--- src/rtl/spi_txn_scheduler.sv ---
// spi_txn_scheduler: round-robin sharing of one SPI transmitter among NUM_REQ
// requesters. Each grant loads the winner's CKP/CPH, raises Transaccion, follows
// the transfer via CS, then holds the grant through an inter-transaction gap.
// Optional feature: define SPI_TXN_SCHED_COUNT_EN to add TX_COUNT[7:0], a
// saturating count of successful transactions.
module spi_txn_scheduler #(
  parameter int NUM_REQ    = 3,
  parameter int GAP_CYCLES = 4,
  parameter int START_TO   = 64
) (
  input  logic               CLK,
  input  logic               RESET,
  input  logic [NUM_REQ-1:0] REQ,
  input  logic [NUM_REQ-1:0] REQ_CKP,
  input  logic [NUM_REQ-1:0] REQ_CPH,
  output logic [NUM_REQ-1:0] GNT,
  output logic               DONE,
  output logic               ERR,
  output logic               BUSY,
  output logic               Transaccion,
  output logic               CKP,
  output logic               CPH,
  input  logic               CS
`ifdef SPI_TXN_SCHED_COUNT_EN
  ,
  output logic [7:0]         TX_COUNT
`endif
);

  localparam int CMAX = (START_TO > GAP_CYCLES) ? START_TO : GAP_CYCLES;
  localparam int CW   = $clog2(CMAX + 1);
  localparam int PW   = $clog2(NUM_REQ);

  typedef logic [CW-1:0] cnt_t;
  localparam cnt_t TO_LAST  = cnt_t'(START_TO - 1);
  localparam cnt_t GAP_LAST = cnt_t'(GAP_CYCLES - 1);

  typedef enum logic [2:0] {S_IDLE, S_CONFIG, S_START, S_ACTIVE, S_GAP} state_t;

  state_t             state, state_n;
  cnt_t               cnt, cnt_n;
  logic [PW-1:0]      ptr, ptr_n;
  logic [PW-1:0]      win;
  logic               any_req;
  logic [NUM_REQ-1:0] gnt_n;
  logic               done_n, err_n, txn_n, ckp_n, cph_n;

  assign BUSY = (state != S_IDLE);

  // Round-robin pick: scan from ptr upward with wrap, first asserted REQ wins.
  always_comb begin
    int j;
    j       = 0;
    any_req = 1'b0;
    win     = '0;
    for (int i = 0; i < NUM_REQ; i++) begin
      j = int'(ptr) + i;
      if (j >= NUM_REQ) j = j - NUM_REQ;
      if (!any_req && REQ[j]) begin
        any_req = 1'b1;
        win     = PW'(j);
      end
    end
  end

  // Next state and next registered outputs; a single counter serves both
  // the start timeout and the gap, since they never overlap.
  always_comb begin
    state_n = state;
    cnt_n   = cnt;
    ptr_n   = ptr;
    gnt_n   = GNT;
    done_n  = 1'b0;
    err_n   = 1'b0;
    txn_n   = Transaccion;
    ckp_n   = CKP;
    cph_n   = CPH;
    case (state)
      S_IDLE: begin
        if (any_req) begin
          state_n    = S_CONFIG;
          gnt_n      = '0;
          gnt_n[win] = 1'b1;
          ckp_n      = REQ_CKP[win];
          cph_n      = REQ_CPH[win];
          ptr_n      = (win == PW'(NUM_REQ - 1)) ? '0 : win + 1'b1;
          cnt_n      = '0;
        end
      end
      // Mode is already on CKP/CPH here; Transaccion follows one cycle later.
      S_CONFIG: begin
        state_n = S_START;
        txn_n   = 1'b1;
        cnt_n   = '0;
      end
      S_START: begin
        if (!CS) begin
          state_n = S_ACTIVE;
        end else if (cnt == TO_LAST) begin
          state_n = S_GAP;
          err_n   = 1'b1;
          txn_n   = 1'b0;
          cnt_n   = '0;
        end else begin
          cnt_n = cnt + 1'b1;
        end
      end
      S_ACTIVE: begin
        if (CS) begin
          state_n = S_GAP;
          done_n  = 1'b1;
          txn_n   = 1'b0;
          cnt_n   = '0;
        end
      end
      S_GAP: begin
        if (cnt == GAP_LAST) begin
          state_n = S_IDLE;
          gnt_n   = '0;
          cnt_n   = '0;
        end else begin
          cnt_n = cnt + 1'b1;
        end
      end
      default: state_n = S_IDLE;
    endcase
  end

  // State and output registers; async reset aborts any transaction at once.
  always_ff @(posedge CLK or negedge RESET) begin
    if (!RESET) begin
      state       <= S_IDLE;
      cnt         <= '0;
      ptr         <= '0;
      GNT         <= '0;
      DONE        <= 1'b0;
      ERR         <= 1'b0;
      Transaccion <= 1'b0;
      CKP         <= 1'b0;
      CPH         <= 1'b0;
    end else begin
      state       <= state_n;
      cnt         <= cnt_n;
      ptr         <= ptr_n;
      GNT         <= gnt_n;
      DONE        <= done_n;
      ERR         <= err_n;
      Transaccion <= txn_n;
      CKP         <= ckp_n;
      CPH         <= cph_n;
    end
  end

`ifdef SPI_TXN_SCHED_COUNT_EN
  // Successful-transaction counter, updated in step with DONE, sticks at 255.
  always_ff @(posedge CLK or negedge RESET) begin
    if (!RESET)                         TX_COUNT <= 8'd0;
    else if (done_n && TX_COUNT != 8'hFF) TX_COUNT <= TX_COUNT + 8'd1;
  end
`endif

endmodule

--- config.mk ---
export PLATFORM = sky130hd
export DESIGN_NAME = spi_txn_scheduler
export DESIGN_NICKNAME = d
export VERILOG_FILES = /design/src/rtl/spi_txn_scheduler.sv
export SDC_FILE = /design/constraint.sdc
export NUM_CORES = 1
export LEC_CHECK = 0
export CAP_MARGIN = 20
export CORE_ASPECT_RATIO = 1.25
export CORE_MARGIN = 2
export CORE_UTILIZATION = 53
export DETAILED_ROUTE_END_ITERATION = 10
export GPL_TIMING_DRIVEN = 0
export PLACE_DENSITY = 0.84
export SLEW_MARGIN = 5
export SYNTH_ARGS = -nofsm -noshare
export SYNTH_HDL_FRONTEND = slang
export SYNTH_SLANG_ARGS = --single-unit
--- constraint.sdc ---
create_clock -name CLK -period 3 [get_ports CLK]
set_input_delay 0.6 -clock CLK [delete_from_list [all_inputs] [get_ports CLK]]
set_output_delay 0.6 -clock CLK [all_outputs]
set_load 0.05 [all_outputs]
# Yosys cells after proc, flatten, opt, wreduce, memory -nomap -nowiden

Cells that the tools add are included.

Add/sub/neg operators: 7
Magnitude comparators: 8
Equal/unequal tests: 13
Multiplexer cells: 48
Reductions and logical operators: 15

Operators with widths:

| cell                                                              | number |
|---|---|
| less-than comparator 32 x 4 -> 1 bit, second input constant       | 3 |
| 2-to-1 mux 32 bit                                                 | 3 |
| 2-to-1 mux 7 bit                                                  | 5 |
| case mux 7 bit (5 select lines)                                   | 1 |
| 2-to-1 mux 1 bit                                                  | 20 |
| 2-to-1 mux 3 bit                                                  | 6 |
| case mux 3 bit (5 select lines)                                   | 1 |
| AND reduction 4 bit                                               | 3 |
| binary-select mux 1 bit (select 2 bit)                            | 5 |
| != test 2 bit, second input constant                              | 5 |
| 2-to-1 mux 2 bit                                                  | 4 |
| subtractor 3 x 2 -> 4 bit, second input constant                  | 2 |
| adder 7 x 1 -> 7 bit, second input constant                       | 1 |
| == test 7 x 2 -> 1 bit, second input constant                     | 1 |
| == test 7 x 6 -> 1 bit, second input constant                     | 1 |
| == test 3 x 2 -> 1 bit, second input constant                     | 2 |
| greater-or-equal comparator 3 x 2 -> 1 bit, second input constant | 2 |
| case mux 3 bit (2 select lines)                                   | 1 |
| nonzero test 3 bit                                                | 2 |
| nonzero test 5 bit                                                | 1 |
| adder 2 x 1 -> 3 bit, second input constant                       | 1 |
| adder 2 x 2 -> 3 bit, second input constant                       | 1 |
| == test 3 x 1 -> 1 bit, second input constant                     | 1 |
| == test 3 bit, second input constant                              | 1 |
| 15 further kinds                                                  | 18 |

Register bits after elaboration: 20
Bits of input ports: 12
Logic and storage cells: 100

# Depth between registers and ports, before layout

Word-level depth: 18
Mapped depth: 9
Depth with buffers taken out: 8

# Least setup slack after synthesis

OpenSTA, ideal clock, no wires.

Path type: register to register
Start point: register ptr[0]
End point: register ptr[1]
Library setup time: 0.128 ns
Arrival: 2.085 ns
Data required time: 2.872 ns
Setup slack: 0.787 ns
Cell stages (with the launch flop): 9
Buffers on the path: 1
Period minus slack after synthesis: 2.213 ns
Cell sequence: dfrtp_1 -> inv_1 -> ha_1 -> a21bo_2 -> o211ai_4 -> o311ai_4 -> buf_6 -> a2111o_1 -> a21boi_0

Word-level cells in the longest chain between the ends: 14
Elaborated cells between the ends (all ways): 34

Ends and longest elaborated chain:

| what                                                                               | line | text |
|---|---|---|
| from (decl)                                                                        | 42   | `logic [PW-1:0] ptr, ptr_n;` |
| from (signal assigned)                                                             | 144  | `ptr <= ptr_n;` |
| parallel branches: the longest is 14 deep, another holds subtractor 3 x 2 -> 4 bit | n/a  |  |

Several ways; the timed one is not identified. The select of a mux whose other input is x is not followed.
A chain may end at the register's enable or synchronous reset.

# Worst setup path after layout

Start point: register state[1]
End point: output port BUSY

Word-level cells in the longest chain between the ends: 1

Ends and longest elaborated chain:

| what                   | line | text |
|---|---|---|
| from (decl)            | 40   | `state_t state, state_n;` |
| from (signal assigned) | 142  | `state <= state_n;` |
| nonzero test 3 bit     | 48   | `assign BUSY = (state != S_IDLE);` |
| to (decl)              | 19   | `output logic BUSY,` |

Every way passes these cells.

==> results.md <==
Synth:
- Yosys printed 0 warnings.
- The count of unique library cells instantiated by Yosys is 46.
- After synthesis, the share of flip-flops with an asynchronous set or reset is 1.00.
- The number of synthesized flops with an enable pin is 0.
- The synthesized instance count is 141.
- The share of the Yosys chip area taken by registers is 0.371.
- In the post-synthesis netlist, the biggest area contributors are sky130_fd_sc_hd__dfrtp_1 (37%), sky130_fd_sc_hd__ha_1 (4.6%), sky130_fd_sc_hd__o21ai_0 (4.1%), sky130_fd_sc_hd__inv_1 (3.6%), sky130_fd_sc_hd__a22o_1 (3.2%).
- The area of the mapped netlist is 0.00135 mm².
- Dividing the synthesized area by the synthesized cell count gives 9.56 µm².
- The share of Yosys cell area claimed by the top area cell type is 0.371.
- By count the netlist is led by sky130_fd_sc_hd__dfrtp_1 (20), sky130_fd_sc_hd__inv_1 (13), sky130_fd_sc_hd__o21ai_0 (11), sky130_fd_sc_hd__nand2_1 (10), sky130_fd_sc_hd__nor2_1 (6).
- Yosys instantiated no cell more often than sky130_fd_sc_hd__dfrtp_1.
- The prevailing post-synth register cell is sky130_fd_sc_hd__dfrtp_1.
- Summed over all instances, the cell type with the most area after synthesis is sky130_fd_sc_hd__dfrtp_1.
- Counting every net in the synthesized netlist gives 158.
- The synthesized design contains 20 register bits.

Clock network:
- The clock tree from TritonCTS is done.
- Clock tree synthesis selected as its root buffer the cell sky130_fd_sc_hd__clkbuf_4.
- Once the clock tree was built, the resizer swapped 0 gates to a different size.
- The setup fix buffers added after clock tree synthesis is 0.
- The cts-stage hold buffer count is 0.
- The clock-pin transition on the worst setup and hold timing paths is 0.11 ns.
- The clock network latency to the later pin of the worst-skew pair is 0.30 ns.
- The clock net in this run drives a total of 20 sinks.
- The CTS H-tree depth is 1.
- The worst-case clock buffer depth is 2.
- Buffers inserted during clock tree synthesis total 3.

Timing:
- After routing, the total negative slack on setup checks comes to 0 ns.
- Of the available clock period, the critical path in the final layout requires 0.936.
- Derived from the worst setup path, the maximum achievable clock frequency is 356 MHz.
- Across all hold checks on the routed design, the worst slack comes to 0.537 ns.
- For the pin with the worst max-slew slack, the measured transition is 0.864 ns.
- The number of failing setup endpoints in the final timing report is 0.
- The total count of hold-check failures in the final report is 0.
- After layout, the minimum clock period comes to 2.81 ns.
- The final max-slew violation count came to 0.
- Setup repair after global routing left no endpoint under its margin.
- The relative slew slack is 0.422.
- The worst clock skew is 0.00171 ns.

Final layout:
- The share of cells above drive strength 1 is 0.103.
- After the last flow step, the layout net total stands at 183.
- The repair_antennas step left the layout with diodes totalling 0.
- The finished cells cover 0.00164 mm².
- The area overhead of the layout relative to synthesis is 21.8%.

Floorplanning:
- The die width is 49.1 µm.
- The floorplan step defined a die boundary enclosing 0.00296 mm².
- The area inside the core boundary is 0.00243 mm².
- The vertical extent of the die is 60.4 µm.
- For this configuration, the core starts out at a cell density of 0.555.
- Pin placement for this block handled 21 I/O pins.
- The floorplan row count is 20.

Place:
- The number of buffers inserted by port buffering is 20.
- The instance area at placement is 0.00159 mm².
- The wire-length estimate of the detail-placed layout is 2160 µm.
- At the end of routability-driven placement, the weighted congestion stood at 0.766.

Min path:
- The path with the worst hold slack has its endpoint at GNT[0].
- The worst hold path belongs to the class reg2reg.
- In this run the most critical hold path is launched from GNT[0].
- Counting instances, the worst hold path has a depth of 2.

Routing:
- Dividing the detail-routed wire length by the instance count gives 14.3 µm.
- The final layout contains routed wiring with a total length of 2830 µm.
- The detail route stage leaves a number of antenna-violating nets equal to 0.
- The residual DRC count is 0.
- The first routing iteration left 40 violations.
- The pre-antenna-repair detailed-routing pass consisted of 4 iterations.
- Across all layers, the routed design uses 1164 vias.
- The average via count per standard cell is 5.88.

Critical path:
- The critical path is of the reg2out type.
- The startpoint of the lowest-slack register-to-register path is ptr[0].
- The worst-case register-to-register setup slack is 0.55 ns.
- The worst setup path is captured at an output port.
- In this run the worst path has a maximum fanout of 10.
- The capturing point of the worst reg2reg path is GNT[1].
- STA puts the critical path data required time at 2.40 ns.
- The worst register-to-register path has a depth of 8.
- The kind of launch point of the worst setup path is a register.
- At the worst endpoint, the arrival time is 2.21 ns.

Pwr:
- The clock network fraction of design power is 0.119.
- The power per unit of standard cell area is 1120 mW/mm².
- The combinational group share of total power is 0.662.
- The largest vdd supply drop is 0.613 mV.
- Of the total power, the share spent switching nets is 0.481.
- The share of total power dissipated in sequential elements is 0.219.
- The net switching power figure is 884 µW.
- The internal power contribution is 953 µW.
- The reported leakage power is 0.700 nW.

Run status:
- The flow ran to the end, and the final reports show no timing, DRC or antenna violations.

GRT:
- The number of antenna violations at the first check in global routing is 0.
- The number of global-route vias before repair was 1145.
- Summed over all layers, the global routing overflow is 0.
- The global routing usage summed across all routing layers is 0.211.
- The wire length of the first global-routing pass is 4850 µm.
- Entering global routing, the biggest net connects 21 pins.

Flow run:
- The count of maximum capacitance violations is 0.
## flip-flops by register name, summed over array words and instances (netlist names)
signal / count
CKP: 1
ptr: 2
DONE: 1
state: 3
GNT: 3
CPH: 1
Transaccion: 1
cnt: 7
ERR: 1
## kinds of logic (layout without fill, tap and decap cells)
group,count (synthesis),in the layout,share of synthesized area
flip-flops,20,20,0.371
buffers and inverters,16,40,0.0501
adder cells (fa/ha/maj),5,5,0.0464
AND/OR/NAND/NOR,46,46,0.189
AO/OA/AOI/OAI,51,51,0.319
multiplexers,3,3,0.0232
## per-stage QoR
stage	utilization	total power, mW	setup WS [ns]	cells
global placement	0.655	1.57	0.357	194
floorplan	-	1.34	0.787	141
global route	0.676	1.98	0.0860	198
CTS	0.676	1.84	0.208	198
detailed placement	0.655	1.62	0.329	194
finish	0.676	1.84	0.191	198
## worst max path at each step
stage | end | cells after the start | start | slack [ns]
5_1_grt | BUSY | 4 | state[1] | 0.09
3_5_place_dp | ptr[1] | 7 | REQ[0] | 0.33
2_1_floorplan | ptr[1] | 8 | ptr[0] | 0.79
6_report | BUSY | 4 | state[1] | 0.19
3_3_place_gp | ptr[1] | 7 | REQ[0] | 0.36
4_1_cts | BUSY | 4 | state[1] | 0.21
## per-layer routing
layer | wire [µm] | vias up | global-route usage
li1 | - | 573 | -
met1 | 1210 | 564 | 0.249
met2 | 1530 | 23 | 0.392
met3 | 66 | 4 | 0.0172
met4 | 25 | 0 | 0.102
met5 | 0 | - | 0
## placed cells by master (no fill, tap or decap), types with 3 or more instances in the layout
cell type                         synthesis  final
sky130_fd_sc_hd__a211oi_1                 4      4
sky130_fd_sc_hd__a21oi_1                  3      3
sky130_fd_sc_hd__a22o_1                   5      5
sky130_fd_sc_hd__a22oi_1                  3      3
sky130_fd_sc_hd__and3_1                   3      3
sky130_fd_sc_hd__clkbuf_4                 0      3
sky130_fd_sc_hd__clkdlybuf4s50_1          0     20
sky130_fd_sc_hd__dfrtp_1                 20     20
sky130_fd_sc_hd__ha_1                     5      5
sky130_fd_sc_hd__inv_1                   13     13
sky130_fd_sc_hd__nand2_1                 10     10
sky130_fd_sc_hd__nand3_1                  5      5
sky130_fd_sc_hd__nand3b_1                 3      3
sky130_fd_sc_hd__nor2_1                   6      6
sky130_fd_sc_hd__nor2b_1                  5      5
sky130_fd_sc_hd__nor2b_2                  3      3
sky130_fd_sc_hd__nor3_1                   3      3
sky130_fd_sc_hd__o21ai_0                 11     11
## layout make-up
type / instances / area, µm²
clock buffer: 3 / 22.5
tap: 33 / 41.3
inverter: 13 / 48.8
fill: 212 / 786
clock inverter: 1 / 30.0
buffer: 3 / 18.8
multi-input combinational: 105 / 779
sequential: 20 / 500
timing repair buffer: 20 / 200
## power by group through the flow
| stage | sequential [mW] | clock (mW) | combinational [mW] |
|---|---|---|---|
| finish | 0.402 | 0.218 | 1.22 |
| global route | 0.412 | 0.230 | 1.34 |
| CTS | 0.403 | 0.223 | 1.22 |
| detailed placement | 0.409 | 0 | 1.21 |
| global placement | 0.402 | 0 | 1.17 |
| floorplan | 0.515 | 0 | 0.822 |
## critical path: stages (launching register included)
cell                              delay (ns)
sky130_fd_sc_hd__dfrtp_1                0.38
sky130_fd_sc_hd__clkbuf_1               0.21
sky130_fd_sc_hd__nor2_1                 0.43
sky130_fd_sc_hd__nand2_1                0.16
sky130_fd_sc_hd__clkdlybuf4s50_1        0.73
No activity file was read; power rests on OpenSTA's default activity.
